===== config.mk =====
export PLATFORM = sky130hd
export DESIGN_NAME = operand_stage
export DESIGN_NICKNAME = d
export VERILOG_FILES = /design/src/rtl/alu_defs.sv /design/src/rtl/regfile.sv /design/src/rtl/operand_stage.sv
export SDC_FILE = /design/constraint.sdc
export NUM_CORES = 2
export LEC_CHECK = 0
export CAP_MARGIN = 40
export CORE_ASPECT_RATIO = 0.9
export CORE_MARGIN = 1.5
export CORE_UTILIZATION = 40
export DETAILED_ROUTE_END_ITERATION = 16
export GPL_TIMING_DRIVEN = 0
export SKIP_LAST_GASP = 1
export SLEW_MARGIN = 10
export SYNTH_ARGS = -nofsm -noshare
export SYNTH_HDL_FRONTEND = slang
export SYNTH_SLANG_ARGS = --single-unit
export TNS_END_PERCENT = 10

===== constraint.sdc =====
create_clock -name clk -period 3.87 [get_ports clk]
set_clock_uncertainty 0.2 [all_clocks]
set_input_delay 0.9675 -clock clk [delete_from_list [all_inputs] [get_ports clk]]
set_output_delay 0.9675 -clock clk [all_outputs]
set_load 0.01 [all_outputs]

===== src/rtl/alu_defs.sv =====
// Shared decode constants: ALU operation codes and the RV32I opcode/funct fields
// needed by the operand stage (the ALU uses the same op-code enum).
package alu_defs;

  typedef enum logic [3:0] {
    ALU_ADD  = 4'd0,
    ALU_SUB  = 4'd1,
    ALU_AND  = 4'd2,
    ALU_OR   = 4'd3,
    ALU_XOR  = 4'd4,
    ALU_SLL  = 4'd5,
    ALU_SRL  = 4'd6,
    ALU_SRA  = 4'd7,
    ALU_SLT  = 4'd8,
    ALU_SLTU = 4'd9
  } alu_op_e;

  localparam logic [6:0] OPC_OP     = 7'b0110011;
  localparam logic [6:0] OPC_OP_IMM = 7'b0010011;

  localparam logic [2:0] F3_ADD_SUB = 3'b000;
  localparam logic [2:0] F3_SLL     = 3'b001;
  localparam logic [2:0] F3_SLT     = 3'b010;
  localparam logic [2:0] F3_SLTU    = 3'b011;
  localparam logic [2:0] F3_XOR     = 3'b100;
  localparam logic [2:0] F3_SRL_SRA = 3'b101;
  localparam logic [2:0] F3_OR      = 3'b110;
  localparam logic [2:0] F3_AND     = 3'b111;

  localparam logic [6:0] F7_BASE = 7'b0000000;
  localparam logic [6:0] F7_ALT  = 7'b0100000;

  typedef struct packed {
    logic    legal;
    logic    use_imm;
    logic    imm_is_shamt;
    alu_op_e op;
  } decode_t;

  // Operation selected by funct3 when funct7 is the base (all-zero) pattern.
  function automatic alu_op_e base_op(input logic [2:0] f3);
    alu_op_e op;
    case (f3)
      F3_ADD_SUB: op = ALU_ADD;
      F3_SLL:     op = ALU_SLL;
      F3_SLT:     op = ALU_SLT;
      F3_SLTU:    op = ALU_SLTU;
      F3_XOR:     op = ALU_XOR;
      F3_SRL_SRA: op = ALU_SRL;
      F3_OR:      op = ALU_OR;
      default:    op = ALU_AND;
    endcase
    return op;
  endfunction

endpackage


===== src/rtl/regfile.sv =====
// 32 x XLEN register file: two combinational read ports, one synchronous write
// port, x0 hardwired to zero, write-through bypass on reads.
module regfile
  import alu_defs::*;
#(
  parameter int XLEN = 32
) (
  input  logic            clk,
  input  logic            rst,
  input  logic            i_we,
  input  logic [4:0]      i_waddr,
  input  logic [XLEN-1:0] i_wdata,
  input  logic [4:0]      i_raddr_a,
  input  logic [4:0]      i_raddr_b,
  output logic [XLEN-1:0] o_rdata_a,
  output logic [XLEN-1:0] o_rdata_b
);

  logic [XLEN-1:0] r_mem [32];
  logic            w_hit_a;
  logic            w_hit_b;

  always_ff @(posedge clk) begin
    if (rst) begin
      for (int i = 0; i < 32; i++) begin
        r_mem[i] <= '0;
      end
    end else if (i_we && (i_waddr != 5'd0)) begin
      r_mem[i_waddr] <= i_wdata;
    end
  end

  // A write landing this cycle is forwarded so the reader sees the new value.
  assign w_hit_a = i_we && (i_waddr == i_raddr_a);
  assign w_hit_b = i_we && (i_waddr == i_raddr_b);

  assign o_rdata_a = (i_raddr_a == 5'd0) ? '0 : (w_hit_a ? i_wdata : r_mem[i_raddr_a]);
  assign o_rdata_b = (i_raddr_b == 5'd0) ? '0 : (w_hit_b ? i_wdata : r_mem[i_raddr_b]);

endmodule


===== src/rtl/operand_stage.sv =====
// Decode/operand-fetch stage: decodes RV32I R/I-type ALU instructions, reads
// rs1/rs2 with writeback bypass and holds the ALU operands in one output slot.
module operand_stage
  import alu_defs::*;
#(
  parameter int XLEN = 32,
  parameter int OPW  = 32
) (
  input  logic            clk,
  input  logic            rst,
  input  logic            in_valid,
  output logic            in_ready,
  input  logic [31:0]     in_instr,
  input  logic            wb_en,
  input  logic [4:0]      wb_addr,
  input  logic [XLEN-1:0] wb_data,
  input  logic            flush,
  output logic            out_valid,
  input  logic            out_ready,
  output logic [XLEN-1:0] out_a,
  output logic [XLEN-1:0] out_b,
  output logic [OPW-1:0]  out_op,
  output logic [4:0]      out_rd,
  output logic            out_we,
  output logic            illegal
);

  logic [6:0]      w_opcode;
  logic [2:0]      w_funct3;
  logic [6:0]      w_funct7;
  logic [4:0]      w_rs1;
  logic [4:0]      w_rs2;
  logic [4:0]      w_rd;
  logic [XLEN-1:0] w_imm_sext;
  logic [XLEN-1:0] w_imm_shamt;
  logic [XLEN-1:0] w_rs1_val;
  logic [XLEN-1:0] w_rs2_val;
  logic [XLEN-1:0] w_b_sel;
  logic            w_accept;
  decode_t         w_dec;

  logic            r_valid;
  logic [XLEN-1:0] r_a;
  logic [XLEN-1:0] r_b;
  alu_op_e         r_op;
  logic [4:0]      r_rd;
  logic            r_we;
  logic            r_illegal;

  assign w_opcode    = in_instr[6:0];
  assign w_rd        = in_instr[11:7];
  assign w_funct3    = in_instr[14:12];
  assign w_rs1       = in_instr[19:15];
  assign w_rs2       = in_instr[24:20];
  assign w_funct7    = in_instr[31:25];
  assign w_imm_sext  = {{(XLEN-12){in_instr[31]}}, in_instr[31:20]};
  assign w_imm_shamt = {{(XLEN-5){1'b0}}, in_instr[24:20]};

  regfile #(.XLEN(XLEN)) u_regfile (
    .clk       (clk),
    .rst       (rst),
    .i_we      (wb_en),
    .i_waddr   (wb_addr),
    .i_wdata   (wb_data),
    .i_raddr_a (w_rs1),
    .i_raddr_b (w_rs2),
    .o_rdata_a (w_rs1_val),
    .o_rdata_b (w_rs2_val)
  );

  always_comb begin
    w_dec              = '0;
    w_dec.op           = ALU_ADD;
    case (w_opcode)
      OPC_OP: begin
        if (w_funct7 == F7_BASE) begin
          w_dec.legal = 1'b1;
          w_dec.op    = base_op(w_funct3);
        end else if (w_funct7 == F7_ALT) begin
          if (w_funct3 == F3_ADD_SUB) begin
            w_dec.legal = 1'b1;
            w_dec.op    = ALU_SUB;
          end else if (w_funct3 == F3_SRL_SRA) begin
            w_dec.legal = 1'b1;
            w_dec.op    = ALU_SRA;
          end
        end
      end
      OPC_OP_IMM: begin
        w_dec.use_imm = 1'b1;
        // Shift immediates carry funct7 in imm[11:5]; everything else is a plain imm12.
        if (w_funct3 == F3_SLL) begin
          w_dec.imm_is_shamt = 1'b1;
          w_dec.op           = ALU_SLL;
          w_dec.legal        = (w_funct7 == F7_BASE);
        end else if (w_funct3 == F3_SRL_SRA) begin
          w_dec.imm_is_shamt = 1'b1;
          if (w_funct7 == F7_BASE) begin
            w_dec.legal = 1'b1;
            w_dec.op    = ALU_SRL;
          end else if (w_funct7 == F7_ALT) begin
            w_dec.legal = 1'b1;
            w_dec.op    = ALU_SRA;
          end
        end else begin
          w_dec.legal = 1'b1;
          w_dec.op    = base_op(w_funct3);
        end
      end
      default: begin
        w_dec.legal = 1'b0;
      end
    endcase
  end

  always_comb begin
    w_b_sel = w_rs2_val;
    if (w_dec.use_imm) begin
      w_b_sel = w_dec.imm_is_shamt ? w_imm_shamt : w_imm_sext;
    end
  end

  assign in_ready = !flush && (!r_valid || out_ready);
  assign w_accept = in_valid && in_ready;

  always_ff @(posedge clk) begin
    if (rst) begin
      r_valid   <= 1'b0;
      r_a       <= '0;
      r_b       <= '0;
      r_op      <= ALU_ADD;
      r_rd      <= 5'd0;
      r_we      <= 1'b0;
      r_illegal <= 1'b0;
    end else if (flush) begin
      r_valid   <= 1'b0;
      r_illegal <= 1'b0;
    end else begin
      r_illegal <= w_accept && !w_dec.legal;
      if (w_accept) begin
        // An illegal word is consumed but leaves the slot empty.
        r_valid <= w_dec.legal;
        if (w_dec.legal) begin
          r_a  <= w_rs1_val;
          r_b  <= w_b_sel;
          r_op <= w_dec.op;
          r_rd <= w_rd;
          r_we <= (w_rd != 5'd0);
        end
      end else if (out_ready) begin
        r_valid <= 1'b0;
      end
    end
  end

  assign out_valid = r_valid;
  assign out_a     = r_a;
  assign out_b     = r_b;
  assign out_op    = {{(OPW-4){1'b0}}, r_op};
  assign out_rd    = r_rd;
  assign out_we    = r_we;
  assign illegal   = r_illegal;

endmodule

==> run metrics <==
status finished with violations; failing checks negative setup slack; hold buffers post-CTS 0; gr ovfl total 0; via count 42790; Clk pwr share 39.9%; Synth Area per Inst 13.89 µm²; dominant cell type by area after synthesis edfxtp_1; Die ar. 148500 µm²; Top FF cell, synth edfxtp_1; EDFF count, synth 1024; Top Ports 180; CTS Sinks 1100; filler cell count 12590; Worst EP arrival 4.47 ns; # Post-CTS Setup Buffers 0; CTS H-tree depth 3; Row Count 132; async set or reset register ratio after synthesis 0%; clk_lat worst skew 0.79 ns; total leakage power 0.02505 µW; Port Buf Inserts 140; worst-path fanout max 10; final net count 4759; final cell area excluding filler cells 68730 µm²; final wirelength 249300 µm; setup tns final -11.26 ns; global-route wire length before repair 333000 µm; Storage cell area 32270 µm²; number of global-route vias before repair 40810; Routed Antenna Nets 0; iteration count of the initial detailed-routing pass 9; CTS tree built; Final min period 4.036 ns; top-count cell post-synth and2_1; worst hold-check path type flip-flop to flip-flop; worst-margin pin slew 1.034 ns; Post-Syn Area 58470 µm²; initial antenna violation count 14; Die X-Extent 406.0 µm; placed instance area 64690 µm²; relative slew slack 30.51%; Crit. End Element flip-flop; routability cong. 0.9591; post-layout util 47.56%; power per standard cell area 430.5 nW/µm²; layout cells sized above 1 19.36%; post-synthesis cell count 4210; pins over their slew limit 0; Hold WS 0.2537 ns; Setup-failing EPs final 203; Place WS -1.173 ns; hpwl dp 180900 µm; number of remaining DRC errors 0; CTS max path bufs 3; top cells by area, synth edfxtp_1, mux4_2, and2_1; RSZ-0062 raised after global routing yes; synthesis-to-layout area growth 17.54%; Iter 0 DRT Violations 7850; crit path kind primary input to flip-flop; Die Y 365.7 µm; yosys warns 0; routed wire length per instance 36.98 µm; clk root buf clkbuf_16; core box area 144500 µm²; NetSw 7803 µW; largest net degree at the start of global routing 33; Netlist cell types 57; Cell Int Power 21780 µW; Comb pwr share 12.9%; Multi-input gate area 24300 µm²; Reg clk slew, reported paths 0.06 ns; Final Cycle Share 104.3%; Max Fclk 247.8 MHz; max cap viols 0; TritonCTS buffer count 121; maximum VDD drop 0.3977 mV; sw frac 26.37%; top post-synthesis cells by count and2_1, edfxtp_1, mux2i_1; post-synth top area share 52.59%; Worst setup SP type primary input; Total GRT Usage 32.88%; Req. time, crit path 4.31 ns; Yosys reg bits 1100; initial core utilization 40.46%; final hold vios 0; PnR worst setup slack -0.1661 ns; via-per-instance ratio 6.349; sequential share of power 47.2%; sequential area share after synthesis 55.19%
-- path summary, 6_finish.rpt --
path | start | endpoint | slack [ns] | cells after the start
worst max register to register | out_valid | out_a[17] | 0.65 | 8
worst max-delay path | in_instr[23] | out_b[10] | -0.17 | 10
worst min-delay path | out_rd[2] | out_rd[2] | 0.25 | 2
worst min register to register | out_rd[2] | out_rd[2] | 0.25 | 2
-- sequential cells by signal, summed over array words and instances, names as in the netlist --
register / flops
out_a: 32
out_we: 1
u_regfile.r_mem: 1024
out_b: 32
out_rd: 5
out_valid: 1
r_op: 4
illegal: 1
-- final cells by class --
cell class / instances / share of cell area (%)
Antenna cell: 8 / 0.02913
Buffer: 464 / 3.230
Clock buffer: 158 / 4.788
Clock inverter: 70 / 0.9649
Inverter: 1 / 0.005462
Multi-Input combinational cell: 2703 / 35.36
Sequential cell: 1100 / 46.96
Tap cell: 1943 / 3.537
Timing Repair Buffer: 293 / 5.127
-- cells by family after synthesis --
family	Yosys count	share of synthesized area (%)
multiplexers	828	21.70
XOR/XNOR	11	0.1648
flip-flops	1100	55.19
AND/OR/NAND/NOR	1322	13.56
buffers and inverters	466	3.762
AO/OA/AOI/OAI	482	5.625
other	1	0.006413
-- worst max-delay path, stage by stage --
cell and delay, ns:
clkdlybuf4s50_1 0.70, buf_1 0.71, nand2b_1 0.46, clkbuf_1 0.43, buf_6 0.27, o22ai_1 0.16, o21ai_0 0.10, o21ai_0 0.30
buf_4 0.28, o21ai_0 0.08
-- cells in the final DEF, fill, tap and decap left out, drive strengths merged, types with 19 or more instances in the layout --
cell type	Yosys	routed
mux4	349	349
mux2	26	26
and2	1027	1027
or4	22	22
clkbuf	294	452
o21ai	46	46
nand2	70	70
nand3	25	25
a22o	43	43
nor2	69	69
conb	1	60
edfxtp	1024	1024
clkinv	0	50
a22oi	99	99
a211o	31	31
a21oi	105	105
nor3	19	19
dfxtp	76	76
buf	171	323
a221oi	42	42
mux2i	453	453
or2	35	35
o22ai	67	67
a31oi	33	33
clkdlybuf4s50	0	139
-- per-stage QoR --
| step | total power, µW | std cells |
|---|---|---|
| 2_1_floorplan | 16100 | 4269 |
| 3_3_place_gp | 17620 | 6352 |
| 3_5_place_dp | 17830 | 6502 |
| 4_1_cts | 29340 | 6729 |
| 5_1_grt | 30030 | 6733 |
| 6_report | 29590 | 6740 |
-- routing by layer --
layer / routed length [µm] / global-route usage [%]
met1: 92780 / 43.93
met2: 106100 / 47.78
met3: 36630 / 11.28
met4: 13810 / 15.66
met5: 0 / 0
-- power groups by stage --
stage	logic [µW]	clock network, µW	registers [µW]
after floorplan	2070	0	14000
final	3820	11800	14000
after global routing	3850	12200	14000
after detailed placement	3660	0	14200
after CTS	3670	11700	13900
after global placement	3450	0	14200
-- what timing repair did --
item / in CTS / in global routing
gates cloned: 0 / 0
gates resized for setup: 4 / 21
endpoints found under the hold margin: 0 / 0
setup endpoints to repair: 27 / 126
Power figures use the tool's default switching activity.
